File: config.mk
export PLATFORM = sky130hd
export DESIGN_NAME = pipe_ctrl
export DESIGN_NICKNAME = d
export VERILOG_FILES = /design/src/rtl/pipe_ctrl_pkg.sv /design/src/rtl/pipe_ctrl.sv
export SDC_FILE = /design/constraint.sdc
export NUM_CORES = 1
export LEC_CHECK = 0
export ABC_AREA = 0
export CORE_ASPECT_RATIO = 1.2
export CORE_UTILIZATION = 43
export DETAILED_ROUTE_END_ITERATION = 16
export PLACE_DENSITY = 0.77
export SETUP_SLACK_MARGIN = 0.4
export SYNTH_ARGS = -nofsm -noshare
export SYNTH_HDL_FRONTEND = slang
export SYNTH_SLANG_ARGS = --single-unit
File: constraint.sdc
create_clock -name clk -period 2 [get_ports clk]
set_clock_uncertainty 0.15 [all_clocks]
set_input_delay 0.4 -clock clk [delete_from_list [all_inputs] [get_ports clk]]
set_output_delay 0.4 -clock clk [all_outputs]
set_load 0.01 [all_outputs]
File: src/rtl/pipe_ctrl_pkg.sv
// Shared stall-vector constants, bus widths and FSM encoding for the pipeline controller.
// Stall vector bit order: [0] pc, [1] if_id, [2] id_ex, [3] ex_mem, [4] mem_wb, [5] reserved.
package pipe_ctrl_pkg;

    localparam int StallBus    = 6;
    localparam int InstAddrBus = 32;

    localparam logic [StallBus-1:0]    StallNone = 6'b000000;
    localparam logic [StallBus-1:0]    StallIf   = 6'b000011;
    localparam logic [StallBus-1:0]    StallId   = 6'b000111;
    localparam logic [StallBus-1:0]    StallMem  = 6'b011111;
    localparam logic [InstAddrBus-1:0] ZeroWord  = 32'h0000_0000;

    typedef enum logic [1:0] {
        RUN     = 2'd0,
        SHADOW  = 2'd1,
        PEND_BR = 2'd2
    } state_t;

endpackage

File: src/rtl/pipe_ctrl.sv
// Pipeline hazard controller: per-stage stall vector and branch flush/redirect, zero-cycle latency.
// A memory stall holds everything and defers a concurrent branch until memory frees up.
module pipe_ctrl
    import pipe_ctrl_pkg::*;
(
    input  logic        clk,
    input  logic        rst,
    input  logic        stallreq_if,
    input  logic        stallreq_id,
    input  logic        stallreq_mem,
    input  logic        branch_flag_i,
    input  logic [31:0] branch_addr_i,
    output logic [5:0]  stall_o,
    output logic        flush_o,
    output logic [31:0] new_pc_o,
    output logic [31:0] stall_cnt_o,
    output logic [15:0] flush_cnt_o
);

    state_t      state_q, state_d;
    logic [31:0] pend_addr_q, pend_addr_d;
    logic [31:0] stall_cnt_q, stall_cnt_d;
    logic [15:0] flush_cnt_q, flush_cnt_d;

    always_comb begin
        state_d     = state_q;
        pend_addr_d = pend_addr_q;
        stall_o     = StallNone;
        flush_o     = 1'b0;
        new_pc_o    = ZeroWord;

        if (!rst) begin
            case (state_q)
                RUN: begin
                    if (stallreq_mem) begin
                        stall_o = StallMem;
                        // A branch resolved under a memory stall must survive until the stall clears.
                        if (branch_flag_i) begin
                            pend_addr_d = branch_addr_i;
                            state_d     = PEND_BR;
                        end
                    end else if (branch_flag_i) begin
                        flush_o  = 1'b1;
                        new_pc_o = branch_addr_i;
                        state_d  = SHADOW;
                    end else if (stallreq_id) begin
                        stall_o = StallId;
                    end else if (stallreq_if) begin
                        stall_o = StallIf;
                    end
                end
                PEND_BR: begin
                    if (stallreq_mem) begin
                        stall_o = StallMem;
                    end else begin
                        flush_o  = 1'b1;
                        new_pc_o = pend_addr_q;
                        state_d  = SHADOW;
                    end
                end
                SHADOW: begin
                    // ID and EX hold squashed work this cycle, so their requests are ignored.
                    state_d = RUN;
                    if (stallreq_mem) begin
                        stall_o = StallMem;
                    end else if (stallreq_if) begin
                        stall_o = StallIf;
                    end
                end
                default: begin
                    state_d = RUN;
                end
            endcase
        end

        stall_cnt_d = stall_cnt_q;
        if ((stall_o != StallNone) && (stall_cnt_q != 32'hFFFF_FFFF)) begin
            stall_cnt_d = stall_cnt_q + 32'd1;
        end

        flush_cnt_d = flush_cnt_q;
        if (flush_o && (flush_cnt_q != 16'hFFFF)) begin
            flush_cnt_d = flush_cnt_q + 16'd1;
        end
    end

    always_ff @(posedge clk) begin
        if (rst) begin
            state_q     <= RUN;
            pend_addr_q <= ZeroWord;
            stall_cnt_q <= 32'd0;
            flush_cnt_q <= 16'd0;
        end else begin
            state_q     <= state_d;
            pend_addr_q <= pend_addr_d;
            stall_cnt_q <= stall_cnt_d;
            flush_cnt_q <= flush_cnt_d;
        end
    end

    assign stall_cnt_o = stall_cnt_q;
    assign flush_cnt_o = flush_cnt_q;

endmodule

==> metrics.csv, run 1 <==
stage,metric,value,unit
critical_path,crit_arrival,1790,ps
detailed_routing,via_per_inst,6.24,
cts,clk_latency,370,ps
place,numPortBuffers,123,
final_layout,drive_above_1_share,56.4,%
power,p_leak,3.02,nW
detailed_routing,vias,5555,
cts,root_buffer,clkbuf_8,
final_layout,finalNetCount,804,
yosys,yosys_warnings,0,
power,cellPowerDensity,480,nW/µm²
power,worst_ir_drop_vdd,0.356,mV
sta,relSlewSlack,35.2,%
global_route,grt_use_total,30.6,%
critical_path,start_kind,register,
final_layout,final_area,7730,µm²
final_layout,fin_util,83.8,%
cts,cts_buffers,9,
final_layout,layout_commonest_cell,buf_4,
place,placed_cell_area,6180,µm²
min_path,hp-class,reg -> reg,
yosys,synth-xor-area-share,1.05,%
sta,fin_crit,2340,ps
die,dieWidth,91.8,µm
detailed_routing,dr.pass1.iters,5,
detailed_routing,ant_nets,0,
cts,cts_tree,done,
yosys,syn_nets,575,
global_route,grt_pass1_wl,24500,µm
place,place_ws,-778,ps
sta,finalHoldViolCount,0,
sta,rsz0062_at_grt,true,
run_status,failed_checks,setup timing,
flow_run,drv_cap,0,
yosys,ys_types,53,
sta,clock.fmax,0.427,GHz
yosys,synth_area_per_cell,7.78,µm²
sta,setup_viol,78,
place,post-dp-hpwl,8480,µm
critical_path,r2r_end,stall_cnt_o[19],
yosys,yosys-mux-area-fraction,1.05,%
cts,cts_max_level,3,
yosys,yosysSeqAreaShare,39.5,%
run_status,status,finished with violations,
critical_path,reg2regPathDepth,9,
sta,worst_pin_slew,972,ps
global_route,grt_max_degree,75,
cts,cts.clk_slew.worst_paths,90,ps
yosys,synth-simple-area-share,28.2,%
detailed_routing,post_drt_wl_per_cell,21.4,µm
yosys,syn-cell-area,4160,µm²
critical_path,r2r_slack,-250,ps
critical_path,cp_max_fo,8,
yosys,synth_fa_ha_area_share,0.602,%
detailed_routing,wirelength,19100,µm
final_layout,syn_to_final_growth,85.9,%
global_route,antenna_found_initial,1,
yosys,synth_top_family_by_area,simple AND/OR/NAND/NOR gates,
detailed_routing,drt_iter0_drc,459,
critical_path,criticalPathCategory,reg -> out,
yosys,synth_edf_count,0,
die,coreArea,9220,µm²
place,gp_congestion,0.810,
yosys,synth_cells,535,
min_path,min_from,pend_addr_q[3],
yosys,synth_ff_type,dfxtp_1,
min_path,hold-path-cell-count,2,
cts,cts_sinks,82,
power,power.total,3.71,mW
die,rows,38,
final_layout,final_cell_mix,"84 x buf_4, 63 x buf_2, 51 x nand2_1",
min_path,hold_end,pend_addr_q[3],
yosys,async_flop_share,0,%
die,io_pins,125,
critical_path,cp_data_required_time,1450,ps
sta,maxSlewViolCount,0,
global_route,grt_pass1_vias,4948,
detailed_routing,drc,0,
die,start_util,45.1,%
sta,min_period_over_period,117,%
critical_path,end_kind,output port,
sta,setup_ws,-342,ps
yosys,ys_ff_latch,82,
cts,cts_buffer_depth,2,
global_route,overflow,0,
critical_path,r2r_start,state_q[0],
cts,hold_buffers,0,
yosys,synth_compound_area_share,24.1,%
die,dieArea,10100,µm²
die,die_h,110,µm
-- state kept, by name, indices dropped and copies added (netlist names) --
signal / flops
state_q: 2
pend_addr_q: 32
flush_cnt_o: 16
stall_cnt_o: 32
-- Yosys cell counts (all sizes together) (2+ instances only) --
| library cell | n | share of area [%] |
|---|---|---|
| a211oi | 5 | 0.90 |
| a21oi | 59 | 7.2 |
| a22oi | 32 | 5.8 |
| a31oi | 2 | 0.30 |
| and4 | 2 | 0.42 |
| buf | 8 | 1.6 |
| clkbuf | 29 | 2.6 |
| dfxtp | 82 | 39 |
| ha | 2 | 0.60 |
| inv | 14 | 1.3 |
| mux2 | 3 | 0.81 |
| nand2 | 86 | 7.8 |
| nand2b | 3 | 0.45 |
| nand3 | 17 | 2.0 |
| nand4 | 14 | 2.1 |
| nor2 | 55 | 5.0 |
| nor2b | 3 | 0.45 |
| nor3 | 13 | 2.3 |
| nor4 | 5 | 0.90 |
| o2111ai | 2 | 0.42 |
| o21a | 4 | 0.72 |
| o21ai | 11 | 1.3 |
| o311ai | 7 | 1.5 |
| o31ai | 20 | 3.7 |
| o41ai | 5 | 1.1 |
| or2 | 5 | 0.75 |
| or3 | 10 | 1.5 |
| or4 | 22 | 4.1 |
| xnor2 | 4 | 0.84 |
-- through the flow --
step | cells | setup TNS, ps | hold slack [ps]
2_1_floorplan | 535 | 0 | 287
3_3_place_gp | 810 | -57570 | 292
3_5_place_dp | 810 | -60790 | 298
4_1_cts | 866 | -8730 | 310
5_1_grt | 890 | -20540 | 330
6_report | 890 | -16820 | 313
-- power breakdown --
part | total, mW | internal, mW | leakage (nW) | switching, mW
clock | 1.34 | 0.685 | 0.112 | 0.655
combinational | 0.670 | 0.337 | 2.22 | 0.333
sequential | 1.70 | 1.66 | 0.693 | 0.0452
total | 3.71 | 2.68 | 3.02 | 1.03
-- critical path, stage by stage (launching register included) --
cell and delay (ps):
dfxtp_4 370, buf_4 150, nor3b_4 200, buf_6 170, buf_12 140, a22oi_1 90
nor2_1 130, buf_2 170
-- logic make-up (layout without fill, tap and decap cells) --
kind of cell               after synthesis  count (layout)
xor gates and xnor gates                 5               5
DFF                                     82              82
buffers and inverters                   51             284
adders and majority gates                2               2
muxes                                    4               4
other                                    1               2
AOI/OAI and AO/OA                      153             153
and+or+nand+nor                        237             238
-- final cells by class --
type	count	area (µm²)
Antenna cell	1	2.50
Clock buffer	12	166
Clock inverter	4	46.3
Fill cell	480	1490
Inverter	14	60.1
Multi-Input combinational cell	403	3300
Sequential cell	82	1740
Tap cell	120	150
Timing Repair Buffer	254	2260
-- routing by layer --
metal / GRT usage [%] / routed length (µm)
met1: 35.5 / 7020
met2: 54.2 / 9700
met3: 5.67 / 1420
met4: 15.5 / 910
met5: 0 / 0
-- worst max path at each step --
stage,from,end,slack [ps],cells after the start
after floorplan,rst,flush_cnt_o[3],4,8
after global placement,stallreq_mem,new_pc_o[16],-740,7
after detailed placement,stallreq_mem,new_pc_o[27],-780,7
after CTS,state_q[0],new_pc_o[27],-270,8
after global routing,state_q[0],new_pc_o[8],-410,7
final,state_q[0],new_pc_o[27],-340,7
-- timing repair --
action                                  4_1_cts  5_1_grt
cloned                                        6        5
resized for setup                           384      172
pin swaps                                    44       43
buffers inserted                             34       18
endpoints found under the setup margin      167      139
Power figures use the tool's default switching activity.
==> inputs of run 2 (changes only) <==
--- a/config.mk
+++ b/config.mk
@@ -6,9 +6,11 @@
 export NUM_CORES = 1
 export LEC_CHECK = 0
 export ABC_AREA = 0
+export CAP_MARGIN = 20
 export CORE_ASPECT_RATIO = 1.2
 export CORE_UTILIZATION = 43
 export DETAILED_ROUTE_END_ITERATION = 16
+export GPL_TIMING_DRIVEN = 0
 export PLACE_DENSITY = 0.77
 export SETUP_SLACK_MARGIN = 0.4
 export SYNTH_ARGS = -nofsm -noshare
==> metrics.csv, run 2 (same netlist as run 1, synthesis figures left out) <==
stage,metric,value,unit
cts,cts_buffers,9,
place,placed_cell_area,5850,µm²
sta,relSlewSlack,44.2,%
die,io_pins,125,
run_status,failed_checks,setup timing,
die,coreArea,9220,µm²
detailed_routing,post_drt_wl_per_cell,21.6,µm
detailed_routing,vias,5565,
place,numPortBuffers,122,
final_layout,final_cell_mix,"71 x buf_4, 61 x nand2_1, 50 x nor2_1",
detailed_routing,drc,0,
global_route,grt_use_total,30.3,%
detailed_routing,ant_nets,0,
critical_path,cp_max_fo,5,
run_status,status,finished with violations,
cts,cts_max_level,3,
sta,tns,-18550,ps
power,clkPwrFrac,32.6,%
final_layout,fin_util,82.9,%
sta,fin_crit,2370,ps
critical_path,crit_arrival,1820,ps
sta,setup_ws,-372,ps
die,dieArea,10100,µm²
critical_path,cp_data_required_time,1450,ps
cts,hold_buffers,0,
global_route,grt_pass1_vias,4990,
power,p_switching,1.00,mW
sta,finalHoldViolCount,0,
final_layout,n_antenna_cell,0,
power,swShare,28.7,%
final_layout,finalNetCount,808,
place,dp_cells,777,
final_layout,layout_commonest_cell,buf_4,
sta,hold_ws,204,ps
power,internal-power,2.49,mW
critical_path,criticalPathCategory,reg -> out,
final_layout,nFillCells,515,
critical_path,start_kind,register,
die,start_util,45.1,%
cts,cts_buffer_depth,2,
critical_path,reg2regPathDepth,10,
power,pwr-share-seq,48.4,%
place,post-dp-hpwl,8940,µm
cts,root_buffer,clkbuf_8,
critical_path,end_kind,output port,
place,gp_congestion,0.832,
global_route,grt_max_degree,13,
power,worst_ir_drop_vdd,0.501,mV
cts,cts_tree,done,
power,cellPowerDensity,456,nW/µm²
detailed_routing,wirelength,19300,µm
global_route,grt_pass1_wl,24300,µm
final_layout,drive_above_1_share,52.5,%
cts,clk_latency,380,ps
sta,maxSlewViolCount,0,
min_path,hold-path-cell-count,4,
cts,cts_sinks,82,
final_layout,stdcell_count,893,
detailed_routing,via_per_inst,6.23,
cts,cts.clk_slew.worst_paths,90,ps
flow_run,drv_cap,0,
die,die_h,110,µm
die,rows,38,
sta,rsz0062_at_grt,true,
min_path,hp-class,in -> reg,
power,p_leak,2.95,nW
final_layout,syn_to_final_growth,83.7,%
detailed_routing,drt_iter0_drc,446,
global_route,antenna_found_initial,0,
power,combPwrFrac,19.0,%
global_route,overflow,0,
die,dieWidth,91.8,µm
final_layout,final_area,7640,µm²
sta,min_period_over_period,119,%
power,power.total,3.49,mW
sta,setup_viol,80,
detailed_routing,dr.pass1.iters,7,
place,place_ws,-1170,ps
sta,clock.fmax,0.422,GHz
sta,worst_pin_slew,836,ps
==> run 2: cell count changes in the layout (fill, tap and decap cells not counted), sizes merged <==
cell           change
buf               -33
clkbuf            +28
dlymetal6s2s       +1
inv                -3
dlygate4sd2       +11
bufbuf             -1
bufinv             -1
diode              -1
clkinv             +3
clkdlybuf4s15      -1
==> run 2: worst paths after layout <==
kind / slack [ps] / from / end
worst max-delay path: -370 / state_q[0] / stall_o[1]
worst min-delay path: 200 / rst / stall_cnt_o[20]
worst max register to register: -340 / state_q[0] / stall_cnt_o[9]
worst min register to register: 320 / pend_addr_q[6] / pend_addr_q[6]
==> run 2: power by group through the flow <==
stage / registers, mW / logic [mW] / clock network, mW
finish: 1.69 / 0.661 / 1.14
global route: 1.69 / 0.698 / 1.21
CTS: 1.69 / 0.564 / 1.11
detailed placement: 1.73 / 0.419 / 0
global placement: 1.73 / 0.412 / 0
floorplan: 1.73 / 0.215 / 0
==> run 2: repair_timing <==
item                       in CTS  in global routing
gates resized for setup       392                150
buffers inserted               65                 27
cloned                          7                  1
pin swaps                      54                 52
setup endpoints to repair     167                153
==> run 2: cell type report <==
cell class / count / area, µm² / share of cell area (%)
tap: 120 / 150 / 1.96
buffer: 37 / 410 / 5.37
inverter: 14 / 65.1 / 0.851
clock buffer: 13 / 159 / 2.08
multi-input combinational: 403 / 3220 / 42.1
sequential: 82 / 1770 / 23.1
clock inverter: 3 / 13.8 / 0.180
timing repair buffer: 221 / 1860 / 24.3
==> run 2: per-layer routing <==
| metal | wire length, µm | part of all wire [%] | GRT usage [%] | up-vias |
|---|---|---|---|---|
| li1 | - | - | - | 2433 |
| met1 | 7070 | 37 | 33.7 | 2638 |
| met2 | 9720 | 50 | 56.9 | 385 |
| met3 | 1430 | 7.4 | 4.98 | 109 |
| met4 | 1070 | 5.5 | 13.4 | 0 |
| met5 | 0 | 0 | 0 | - |
==> run 2: worst max-delay path: stages, from the launching register on <==
cell      delay (ps)
dfxtp_4          380
nand2b_4         170
buf_4            140
buf_6            110
a21o_4           220
nand2_4           80
buf_8            100
inv_4             30
buf_6            100
buf_6            110
==> inputs of run 3 (changes only) <==
--- a/config.mk
+++ b/config.mk
@@ -9,6 +9,7 @@
 export CAP_MARGIN = 20
 export CORE_ASPECT_RATIO = 1.2
 export CORE_UTILIZATION = 43
+export CTS_BUF_LIST = sky130_fd_sc_hd__clkbuf_16
 export DETAILED_ROUTE_END_ITERATION = 16
 export GPL_TIMING_DRIVEN = 0
 export PLACE_DENSITY = 0.77
==> metrics.csv, run 3 (same netlist as run 1, synthesis figures left out) <==
stage,metric,value,unit
run_status,status,finished with violations,
run_status,failed_checks,setup timing,
critical_path,cp_max_fo,5,
sta,finalHoldViolCount,0,
critical_path,r2r_end,flush_cnt_o[15],
detailed_routing,dr.pass1.iters,8,
global_route,overflow,0,
cts,cts_buffer_depth,2,
global_route,grt_max_degree,13,
die,rows,38,
global_route,grt_pass1_wl,24900,µm
global_route,grt_use_total,31.4,%
critical_path,cp_data_required_time,1450,ps
sta,fin_crit,2400,ps
power,internal-power,2.81,mW
power,pwr-share-seq,43.3,%
cts,cts.clk_slew.worst_paths,70,ps
min_path,hp-class,in -> reg,
die,dieArea,10100,µm²
sta,rsz0062_at_grt,true,
cts,cts_sinks,82,
sta,min_period_over_period,120,%
critical_path,crit_arrival,1850,ps
sta,maxSlewViolCount,0,
critical_path,start_kind,register,
final_layout,syn_to_final_growth,91.3,%
detailed_routing,post_drt_wl_per_cell,24.0,µm
detailed_routing,via_per_inst,6.70,
final_layout,final_cell_mix,"64 x buf_4, 49 x nand2_1, 47 x nor2_1",
place,numPortBuffers,122,
flow_run,drv_cap,0,
detailed_routing,drt_iter0_drc,563,
power,worst_ir_drop_vdd,0.523,mV
final_layout,drive_above_1_share,53.5,%
sta,hold_ws,252,ps
cts,root_buffer,clkbuf_16,
sta,relSlewSlack,35.7,%
cts,clk_latency,360,ps
final_layout,multiInputGateArea,3360,µm²
detailed_routing,wirelength,21500,µm
sta,setup_viol,82,
detailed_routing,vias,5999,
power,p_switching,1.12,mW
critical_path,reg2regPathDepth,8,
critical_path,crit_end,new_pc_o[24],
sta,clock.fmax,0.417,GHz
power,swShare,28.5,%
die,die_h,110,µm
die,dieWidth,91.8,µm
cts,cts_tree,done,
sta,tns,-19010,ps
critical_path,critPathMaxStageDelay,370,ps
global_route,antenna_found_initial,0,
detailed_routing,drc,0,
critical_path,r2r_start,state_q[0],
sta,setup_ws,-401,ps
detailed_routing,ant_nets,0,
critical_path,critPathLaunch,state_q[0],
sta,worst_pin_slew,965,ps
cts,cts_buffers,9,
place,post-dp-hpwl,8940,µm
final_layout,finalNetCount,810,
die,start_util,45.1,%
power,cellPowerDensity,493,nW/µm²
place,dp_cells,777,
final_layout,n_antenna_cell,0,
critical_path,r2r_slack,-310,ps
power,p_leak,3.10,nW
critical_path,end_kind,output port,
place,gp_congestion,0.832,
global_route,grt_pass1_vias,5131,
final_layout,stdcell_count,895,
final_layout,seq_area,1760,µm²
critical_path,cp_cell_sequence,nand2b_4 > nor3_4 > buf_6 > buf_8 > a22oi_2 > nor2_1 > buf_2,
power,power.total,3.93,mW
die,coreArea,9220,µm²
final_layout,nFillCells,414,
cts,hold_buffers,0,
final_layout,layout_commonest_cell,buf_4,
critical_path,criticalPathCategory,reg -> out,
die,io_pins,125,
cts,cts_max_level,3,
power,clkPwrFrac,38.7,%
critical_path,cp_slowest_cell,dfxtp_4,
power,combPwrFrac,18.0,%
## run 3: cell type report
cell class	instances	area share, %
buffer	37	5.12
multi-input combinational	403	42.2
tap	120	1.89
inverter	14	0.755
sequential	82	22.1
clock buffer	9	2.83
timing repair buffer	223	24.7
clock inverter	7	0.362
## run 3: through the flow
step	util (%)	cell area [µm²]	setup slack [ps]
after CTS	76.8	7080	-242
after detailed placement	63.4	5850	-1170
after global placement	63.4	5850	-1200
final	86.3	7960	-401
after floorplan	-	4470	3.88
after global routing	86.3	7960	-419
## run 3: critical path: cells and delay by family, from the launching register on
family                 cells  cell delay (ps)
AO/OA/AOI/OAI              1               70
buffers and inverters      3              450
flip-flops                 1              370
AND/OR/NAND/NOR            3              600
## run 3: power by group through the flow
stage                     clock network, mW  logic [mW]  registers, mW
final                                  1.52       0.706           1.70
after global routing                   1.59       0.736           1.70
after CTS                              1.44       0.560           1.69
after detailed placement                  0       0.419           1.73
after global placement                    0       0.412           1.73
after floorplan                           0       0.215           1.73
## run 3: layer usage
metal | vias up | global-route usage (%) | wire length [µm]
li1 | 2443 | - | -
met1 | 2846 | 33.4 | 7400
met2 | 519 | 57.9 | 10400
met3 | 191 | 5.46 | 1990
met4 | 0 | 19.8 | 1680
met5 | - | 0 | 0
## run 3: worst min-delay path by stage
stage / startpoint / to / depth (start not counted)
finish: rst / stall_cnt_o[20] / 4
global route: rst / stall_cnt_o[20] / 4
CTS: rst / stall_cnt_o[20] / 4
detailed placement: pend_addr_q[6] / pend_addr_q[6] / 2
global placement: pend_addr_q[22] / pend_addr_q[22] / 2
floorplan: pend_addr_q[0] / pend_addr_q[0] / 2
## run 3: timing repair
item	4_1_cts	5_1_grt
cloned	8	0
pin swaps	54	69
buffers inserted	62	32
gates resized for setup	369	178
endpoints found under the setup margin	167	129
